===== src/rtl/fetch_ctrl.sv =====
// Fetch-stage PC sequencer and inst-SRAM request controller with output register and 1-entry skid buffer.
// Optional macro FETCH_ADEL_EN: misaligned fetch PCs raise if_adel and halt fetch until redirected.
module fetch_ctrl #(
  parameter logic [31:0] RESET_ADDR = 32'hbfc00000
) (
  input  logic        clk,
  input  logic        rst,
  input  logic        redirect_valid,
  input  logic [31:0] redirect_pc,
  input  logic        stall_id,
  output logic        inst_req,
  output logic [31:0] inst_addr,
  input  logic        inst_addr_ok,
  input  logic        inst_data_ok,
  input  logic [31:0] inst_rdata,
  output logic        if_valid,
  output logic [31:0] if_pc,
  output logic [31:0] if_pc_add_4,
  output logic [31:0] if_inst,
  output logic        if_adel
);

  typedef enum logic [1:0] {
    S_REQ  = 2'd0,
    S_WAIT = 2'd1,
    S_HOLD = 2'd2
`ifdef FETCH_ADEL_EN
    , S_HALT = 2'd3
`endif
  } state_e;

  state_e      state_q, state_d;
  logic [31:0] pc_q, pc_d;
  logic [31:0] req_pc_q, req_pc_d;
  logic        discard_q, discard_d;
  logic [31:0] sk_pc_q, sk_pc_d;
  logic [31:0] sk_inst_q, sk_inst_d;
  logic        if_valid_q, if_valid_d;
  logic [31:0] if_pc_q, if_pc_d;
  logic [31:0] if_pc_add_4_q, if_pc_add_4_d;
  logic [31:0] if_inst_q, if_inst_d;
  logic        if_adel_q, if_adel_d;
  logic        out_free;
  logic        pc_misaligned;

`ifdef FETCH_ADEL_EN
  assign pc_misaligned = (pc_q[1:0] != 2'b00);
`else
  assign pc_misaligned = 1'b0;
`endif

  always_ff @(posedge clk) begin
    if (rst) begin
      state_q       <= S_REQ;
      pc_q          <= RESET_ADDR;
      req_pc_q      <= '0;
      discard_q     <= 1'b0;
      sk_pc_q       <= '0;
      sk_inst_q     <= '0;
      if_valid_q    <= 1'b0;
      if_pc_q       <= RESET_ADDR;
      if_pc_add_4_q <= RESET_ADDR + 32'd4;
      if_inst_q     <= '0;
      if_adel_q     <= 1'b0;
    end else begin
      state_q       <= state_d;
      pc_q          <= pc_d;
      req_pc_q      <= req_pc_d;
      discard_q     <= discard_d;
      sk_pc_q       <= sk_pc_d;
      sk_inst_q     <= sk_inst_d;
      if_valid_q    <= if_valid_d;
      if_pc_q       <= if_pc_d;
      if_pc_add_4_q <= if_pc_add_4_d;
      if_inst_q     <= if_inst_d;
      if_adel_q     <= if_adel_d;
    end
  end

  always_comb begin
    state_d       = state_q;
    pc_d          = pc_q;
    req_pc_d      = req_pc_q;
    discard_d     = discard_q;
    sk_pc_d       = sk_pc_q;
    sk_inst_d     = sk_inst_q;
    if_valid_d    = if_valid_q;
    if_pc_d       = if_pc_q;
    if_pc_add_4_d = if_pc_add_4_q;
    if_inst_d     = if_inst_q;
    if_adel_d     = if_adel_q;
    out_free      = !if_valid_q || !stall_id;

    if (if_valid_q && !stall_id) if_valid_d = 1'b0;

    if (redirect_valid) begin
      // Skid contents are implicitly dropped: skid is only occupied in HOLD.
      pc_d       = redirect_pc;
      if_valid_d = 1'b0;
      if_adel_d  = 1'b0;
      unique case (state_q)
        S_REQ: begin
          if (inst_req && inst_addr_ok) begin
            discard_d = 1'b1;
            state_d   = S_WAIT;
          end
        end
        S_WAIT: begin
          if (inst_data_ok) begin
            discard_d = 1'b0;
            state_d   = S_REQ;
          end else begin
            discard_d = 1'b1;
          end
        end
        default: state_d = S_REQ;
      endcase
    end else begin
      unique case (state_q)
        S_REQ: begin
          if (pc_misaligned) begin
`ifdef FETCH_ADEL_EN
            if (out_free) begin
              if_valid_d    = 1'b1;
              if_pc_d       = pc_q;
              if_pc_add_4_d = pc_q + 32'd4;
              if_inst_d     = '0;
              if_adel_d     = 1'b1;
              state_d       = S_HALT;
            end
`endif
          end else if (inst_addr_ok) begin
            req_pc_d = pc_q;
            pc_d     = pc_q + 32'd4;
            state_d  = S_WAIT;
          end
        end
        S_WAIT: begin
          if (inst_data_ok) begin
            if (discard_q) begin
              discard_d = 1'b0;
              state_d   = S_REQ;
            end else if (out_free) begin
              if_valid_d    = 1'b1;
              if_pc_d       = req_pc_q;
              if_pc_add_4_d = req_pc_q + 32'd4;
              if_inst_d     = inst_rdata;
              if_adel_d     = 1'b0;
              state_d       = S_REQ;
            end else begin
              sk_pc_d   = req_pc_q;
              sk_inst_d = inst_rdata;
              state_d   = S_HOLD;
            end
          end
        end
        S_HOLD: begin
          if (!stall_id) begin
            if_valid_d    = 1'b1;
            if_pc_d       = sk_pc_q;
            if_pc_add_4_d = sk_pc_q + 32'd4;
            if_inst_d     = sk_inst_q;
            if_adel_d     = 1'b0;
            state_d       = S_REQ;
          end
        end
        default: state_d = state_q;
      endcase
    end
  end

  always_comb begin
    inst_req    = (state_q == S_REQ) && !pc_misaligned;
`ifdef FETCH_ADEL_EN
    inst_addr   = pc_q;
`else
    inst_addr   = {pc_q[31:2], 2'b00};
`endif
    if_valid    = if_valid_q;
    if_pc       = if_pc_q;
    if_pc_add_4 = if_pc_add_4_q;
    if_inst     = if_inst_q;
    if_adel     = if_adel_q;
  end

endmodule

===== config.mk =====
export PLATFORM = sky130hd
export DESIGN_NAME = fetch_ctrl
export DESIGN_NICKNAME = d
export VERILOG_FILES = /design/src/rtl/fetch_ctrl.sv
export SDC_FILE = /design/constraint.sdc
export NUM_CORES = 1
export LEC_CHECK = 0
export ABC_AREA = 1
export CAP_MARGIN = 20
export CORE_MARGIN = 2
export CORE_UTILIZATION = 48
export CTS_CLUSTER_DIAMETER = 150
export CTS_CLUSTER_SIZE = 10
export DETAILED_ROUTE_END_ITERATION = 16
export GPL_ROUTABILITY_DRIVEN = 0
export PLACE_DENSITY = 0.86
export SLEW_MARGIN = 10
export SYNTH_ARGS = -nofsm -noshare
export SYNTH_HDL_FRONTEND = slang
export SYNTH_SLANG_ARGS = --single-unit

===== constraint.sdc =====
create_clock -name clk -period 2.25 [get_ports clk]
set_input_delay 0.45 -clock clk [delete_from_list [all_inputs] [get_ports clk]]
set_output_delay 0.45 -clock clk [all_outputs]
set_load 0.01 [all_outputs]

==> results.json, run 1 <==
{
  "outcome": "finished, final reports clean",
  "max_stage_delay_ps": 320,
  "grt_start_max_net_pins": 65,
  "dpl.cell_count": 1957,
  "final_cells": 1985,
  "r2r_end": "if_pc_add_4[30]",
  "hold_slack_ps": 353,
  "dr_total_vias": 10879,
  "crit_path_start": "state_q[0]",
  "cts_setup_buffers": 0,
  "worstRegToRegCells": 12,
  "power.density_mw_per_mm2": 921,
  "place_area_mm2": 0.0130,
  "io_pins": 201,
  "reg2reg_slack_ps": 110,
  "routed_wl_mm": 30.2,
  "htree_levels": 1,
  "cts_buffer_depth": 3,
  "clk_latency_ps": 520,
  "ys_ff_latch": 226,
  "p_comb_share_pct": 31.3,
  "cts.sinks": 226,
  "arrival_ps": 2600,
  "fin_ws_ps": 110,
  "hpwl_mm": 21.3,
  "fin_nets": 1780,
  "critical_path.cell_chain": "inv_1 -> ha_4 -> inv_4 -> buf_12 -> o21ai_0 -> nand3_2 -> buf_12 -> nor2_1 -> nand4_1 -> nand3_1 -> nand2_1 -> inv_1",
  "post-place-ws_ps": 67.9,
  "endpoint": "if_pc_add_4[30]",
  "clkPwrFrac_pct": 29.3,
  "grt_use_total_pct": 24.4,
  "switching_share_pct": 32.6,
  "setup_viol": 0,
  "drv_slew": 0,
  "drive_gt1_share_pct": 8.45,
  "vdd.ir_drop.worst_v": 0.000442,
  "leakagePower_nw": 5.55,
  "core_mm2": 0.0220,
  "p_switching_mw": 4.12,
  "die_area_mm2": 0.0238,
  "min_period_ps": 2140,
  "fin_crit_sh_pct": 95.1,
  "ys.flop_type": "dfxtp_1",
  "crit_fanout": 64,
  "antenna_left": 0,
  "start_kind": "flop",
  "slew_headroom_pct": 58.0,
  "ctsHoldBuffers": 0,
  "synthesis.area_mm2": 0.0108,
  "start_util_pct": 49.2,
  "async_reset_ff_share_pct": 0,
  "cts.clk_slew.worst_paths_ps": 60,
  "firstDrtPassIters": 5,
  "syn_area_per_cell_um2": 6.96,
  "max_freq_ghz": 0.467,
  "portBuffers": 197,
  "grt_setup_unrepaired": "no",
  "worst_pin_slew_ps": 630,
  "stdcell_area_mm2": 0.0137,
  "synth_cells": 1557,
  "finalHoldViolations": 0,
  "synth_edf_count": 0,
  "cts_tree": "done",
  "cp-end-kind": "flop",
  "p_int_mw": 8.53,
  "avgRoutedWirePerCell_um": 15.2,
  "cp_slowest_cell": "dfxtp_1",
  "clock_skew_ps": 16.9,
  "min_path_type": "input port to flop",
  "areaGrowthSynthToFinish_pct": 26.7,
  "antenna-diode-count": 0,
  "die_y_um": 154,
  "yosys_warnings": 0,
  "pwr-share-seq_pct": 39.4,
  "drtIter0Drc": 966,
  "placementRows": 54,
  "cts_root_buf": "clkbuf_16",
  "grt_antenna_before_repair": 0,
  "ys_seq_area_share_pct": 41.7,
  "path_class": "flop to flop",
  "cts_buffers": 26,
  "die_x_um": 154,
  "drc": 0,
  "grt_pass1_vias": 9928,
  "synth_cell_types": 44,
  "drv_cap": 0,
  "grt_pass1_wl_mm": 48.9,
  "vias_per_cell": 5.48,
  "globalRoute.totalOverflow": 0,
  "rr_startpoint": "state_q[0]",
  "cp.required_ps": 2710
}
## cell usage in the layout, fill, tap and decap left out, drive strengths merged
master,synthesis,routed
nand2,336,336
nor2,238,238
dfxtp,226,226
o21ai,199,199
clkdlybuf4s50,0,195
inv,130,130
a21oi,93,93
nand3,68,68
buf,65,49
a31oi,48,48
clkbuf,62,27
nor3,18,18
nand4,16,16
xor2,12,12
o21bai,6,6
o211ai,5,5
a211oi,5,5
a211o,5,5
ha,5,5
nor3b,4,4
xnor2,3,3
conb,1,3
nand3b,2,2
or2,2,2
a22o,2,2
clkinv,2,2
o21a,1,1
o211a,1,1
o221ai,1,1
nor4,1,1
bufinv,0,1
dlymetal6s2s,0,1
## stage by stage
stage,util [%],total power [mW],setup TNS (ps)
floorplan,-,7.19,0
global placement,59.0,8.86,0
detailed placement,59.0,8.95,0
CTS,62.3,12.6,-8.37
global route,62.4,13.3,0
finish,62.4,12.7,0
## layout make-up
cell class                      instances  area (um^2)
Multi-Input combinational cell       1074         5170
Clock inverter                          1         30.0
Tap cell                              280          350
Clock buffer                           27          676
Inverter                              132          502
Timing Repair Buffer                  245         2480
Fill cell                            1869         8290
Sequential cell                       226         4520
## worst min-delay path by stage
stage	startpoint	end	slack (ps)	cells past startpoint
after floorplan	sk_pc_q[15]	sk_pc_q[15]	430	2
final	rst	if_pc[22]	350	3
after global routing	rst	if_pc[22]	380	3
after CTS	rst	if_pc[22]	350	3
after detailed placement	sk_pc_q[15]	sk_pc_q[15]	440	2
after global placement	sk_pc_q[17]	sk_pc_q[17]	440	2
## repair_timing
item	4_1_cts	5_1_grt
gates resized for setup	0	6
setup endpoints to repair	1	57
pin swaps	0	1
## worst max-delay path: cells and delay by family (launching register included)
kind | cells | cell delay [ps]
AO/OA/AOI/OAI | 1 | 220
AND/OR/NAND/NOR | 5 | 620
flip-flops | 1 | 320
adder cells (fa/ha/maj) | 1 | 250
buffers and inverters | 5 | 630
## cell usage after synthesis, types with 5 or more instances
master | instances | area share [%]
nand2_1 | 316 | 11
dfxtp_1 | 226 | 42
nor2_1 | 221 | 7.7
o21ai_0 | 187 | 8.6
inv_1 | 122 | 4.2
a21oi_1 | 93 | 4.3
nand3_1 | 64 | 3.0
clkbuf_1 | 62 | 2.1
a31oi_1 | 48 | 2.8
buf_4 | 36 | 2.5
nand2_2 | 20 | 1.2
buf_2 | 18 | 0.83
nor3_1 | 17 | 0.78
nand4_1 | 16 | 0.92
xor2_1 | 12 | 0.97
nor2_2 | 9 | 0.52
inv_2 | 7 | 0.24
o21ai_2 | 7 | 0.57
nor2_4 | 6 | 0.62
o21bai_1 | 6 | 0.42
a211o_1 | 5 | 0.40
a211oi_1 | 5 | 0.35
buf_1 | 5 | 0.17
ha_1 | 5 | 0.58
o211ai_1 | 5 | 0.35
o21ai_1 | 5 | 0.23
## layer usage
metal | GRT usage, % | wire length (um) | vias to the layer above
met4 | 7.67 | 762 | 0
met2 | 40.4 | 13700 | 521
li1 | - | - | 5322
met1 | 32.3 | 13000 | 4977
met5 | 0 | 0 | -
met3 | 4.48 | 2780 | 59
## sequential cells by signal (all words and copies together), names as in the netlist, 2 cells and up
name and cells:
if_inst 32, if_pc 32, pc_q 32, req_pc_q 32, sk_inst_q 32, sk_pc_q 32, if_pc_add_4 30, state_q 2
## power groups by stage
stage / Clock [mW] / Sequential, mW / Combinational (mW)
2_1_floorplan: 0 / 5.14 / 2.05
3_3_place_gp: 0 / 5.04 / 3.81
3_5_place_dp: 0 / 5.06 / 3.90
4_1_cts: 3.74 / 4.98 / 3.92
5_1_grt: 3.89 / 5.05 / 4.33
6_report: 3.70 / 4.99 / 3.96
## logic make-up after synthesis
group,count (synthesis),share of synthesized area [%]
AO/OA/AOI/OAI,366,18.4
XOR/XNOR,15,1.21
adder cells (fa/ha/maj),5,0.577
buffers and inverters,259,10.9
flip-flops,226,41.7
other,1,0.0346
AND/OR/NAND/NOR,685,27.1
No activity file was read; power rests on OpenSTA's default activity.
==> run 2: changes to the inputs <==
- CAP_MARGIN: 20 -> not set
- REMOVE_ABC_BUFFERS: not set -> 1
- SETUP_SLACK_MARGIN: not set -> 0.3
==> run 2 against run 1 <==
The flow now finishes with violations (setup timing). Final area rose by 7.6%. Global-route usage rose by 2.0 points. Core utilization rose by 4.8 points. Sequential share of layout area fell by 2.1 points. Routed wire length rose by 23%. Cell count rose by 2.1%. Via count rose by 10%. Combinational power rose by 21%.
==> results.json, run 2 (synthesized netlist as in run 1, its figures left out) <==
{
  "hpwl_mm": 20.9,
  "final_cells": 2027,
  "p_int_mw": 8.96,
  "outcome": "finished with violations",
  "cp-end-kind": "flop",
  "ctsHoldBuffers": 0,
  "dpl.cell_count": 1946,
  "areaGrowthSynthToFinish_pct": 36.4,
  "crit_fanout": 11,
  "drc": 0,
  "p_switching_mw": 4.68,
  "p_comb_share_pct": 35.3,
  "grt_use_total_pct": 26.4,
  "drv_slew": 0,
  "max_freq_ghz": 0.435,
  "grt_start_max_net_pins": 63,
  "cp.required_ps": 2680,
  "core_mm2": 0.0220,
  "antenna-diode-count": 0,
  "start_util_pct": 49.2,
  "htree_levels": 1,
  "arrival_ps": 2730,
  "final_cell_mix": "296 x nand2_1, 207 x nor2_1, 201 x dfxtp_1",
  "p_total_mw": 13.6,
  "portBuffers": 197,
  "worst_pin_slew_ps": 615,
  "grt_pass1_vias": 10672,
  "dr_total_vias": 11973,
  "min_period_ps": 2300,
  "violations": "setup timing",
  "cts.clk_slew.worst_paths_ps": 70,
  "cts_tree": "done",
  "hold_slack_ps": 329,
  "clkPwrFrac_pct": 28.0,
  "drive_gt1_share_pct": 15.5,
  "globalRoute.totalOverflow": 0,
  "drtIter0Drc": 1511,
  "fin_nets": 1822,
  "io_pins": 201,
  "path_class": "flop to flop",
  "avgRoutedWirePerCell_um": 18.4,
  "firstDrtPassIters": 8,
  "cts.sinks": 226,
  "cts_buffer_depth": 3,
  "layout_commonest_cell": "nand2_1",
  "clk_latency_ps": 540,
  "fin_ws_ps": -50.9,
  "power.density_mw_per_mm2": 922,
  "switching_share_pct": 34.3,
  "vias_per_cell": 5.91,
  "leakagePower_nw": 6.17,
  "grt_pass1_wl_mm": 52.7,
  "grt_setup_unrepaired": "yes",
  "routed_wl_mm": 37.2,
  "cts_root_buf": "clkbuf_16",
  "die_x_um": 154,
  "antenna_left": 0,
  "start_kind": "flop",
  "cts_buffers": 26,
  "drv_cap": 0,
  "die_y_um": 154,
  "finalHoldViolations": 0,
  "grt_antenna_before_repair": 0,
  "min_path_type": "input port to flop",
  "fillers": 1604,
  "placementRows": 54,
  "die_area_mm2": 0.0238,
  "slew_headroom_pct": 59.0,
  "fin_crit_sh_pct": 102,
  "pwr-share-seq_pct": 36.8,
  "setup_viol": 1,
  "fin_util_pct": 67.1,
  "vdd.ir_drop.worst_v": 0.000505,
  "clock_skew_ps": 12.0
}
## run 2: cell count changes in the layout (fill, tap and decap cells not counted), sizes merged
| cell | before | now |
|---|---|---|
| inv | 130 | 128 |
| dlygate4sd2 | 0 | 11 |
| buf | 49 | 84 |
| clkinv | 2 | 3 |
| nor2 | 238 | 239 |
| dlymetal6s2s | 1 | 11 |
| clkdlybuf4s50 | 195 | 173 |
| clkbuf | 27 | 34 |
| clkinvlp | 0 | 1 |
## run 2: final cells by class
class	instances	area, um^2	area share [%]
clock inverter	1	30.0	0.203
timing repair buffer	286	3030	20.5
inverter	132	522	3.53
tap	280	350	2.37
multi-input combinational	1075	5620	38.0
sequential	226	4560	30.8
clock buffer	27	676	4.57
## run 2: power groups by stage
| stage | Sequential, mW | Combinational [mW] | Clock [mW] |
|---|---|---|---|
| after floorplan | 5.18 | 1.74 | 0 |
| after global placement | 5.03 | 3.79 | 0 |
| after detailed placement | 5.05 | 3.87 | 0 |
| after CTS | 4.99 | 4.16 | 3.80 |
| after global routing | 5.07 | 5.12 | 4.01 |
| final | 5.01 | 4.81 | 3.81 |
## run 2: metrics by stage
| stage | worst slack [ps] | setup TNS (ps) | cell area, um^2 |
|---|---|---|---|
| 2_1_floorplan | -3640 | -424160 | 10200 |
| 4_1_cts | 147 | 0 | 14100 |
| 6_report | -50.9 | -50.9 | 14800 |
| 5_1_grt | -127 | -237 | 14800 |
| 3_5_place_dp | 45.4 | 0 | 12900 |
| 3_3_place_gp | 97.8 | 0 | 12900 |
## run 2: layer usage
metal / vias to the layer above / share of wire (%) / track usage (%)
met3: 235 / 11 / 3.75
met1: 5385 / 38 / 33.8
met2: 944 / 45 / 44.4
li1: 5409 / - / -
met4: 0 / 6.3 / 11.6
met5: - / 0 / 0
## run 2: critical path: stages, from the launching register on
cell and delay [ps]:
dfxtp_2 340, inv_4 60, ha_4 190, buf_12 140, clkinv_8 80, clkbuf_16 170, nand2_1 120, nand2_1 140
nor2_1 170, nand2_1 110, nor2_1 260, nand3_1 110, nand2_1 80, nand3_1 80, nand2_1 90, inv_1 50
## run 2: final timing paths
kind,startpoint,endpoint,slack [ps],cells after the start
setup reg to reg,state_q[0],if_pc_add_4[30],-50,15
hold / removal,rst,if_pc_add_4[18],330,4
setup / recovery,state_q[0],if_pc_add_4[30],-50,15
hold reg to reg,sk_pc_q[28],sk_pc_q[28],450,2
## run 2: repair_timing
item,4_1_cts,5_1_grt
hold endpoints to repair,0,0
pin swaps,12,15
cloned,2,7
buffers inserted,20,24
resized for setup,85,104
setup endpoints to repair,71,100
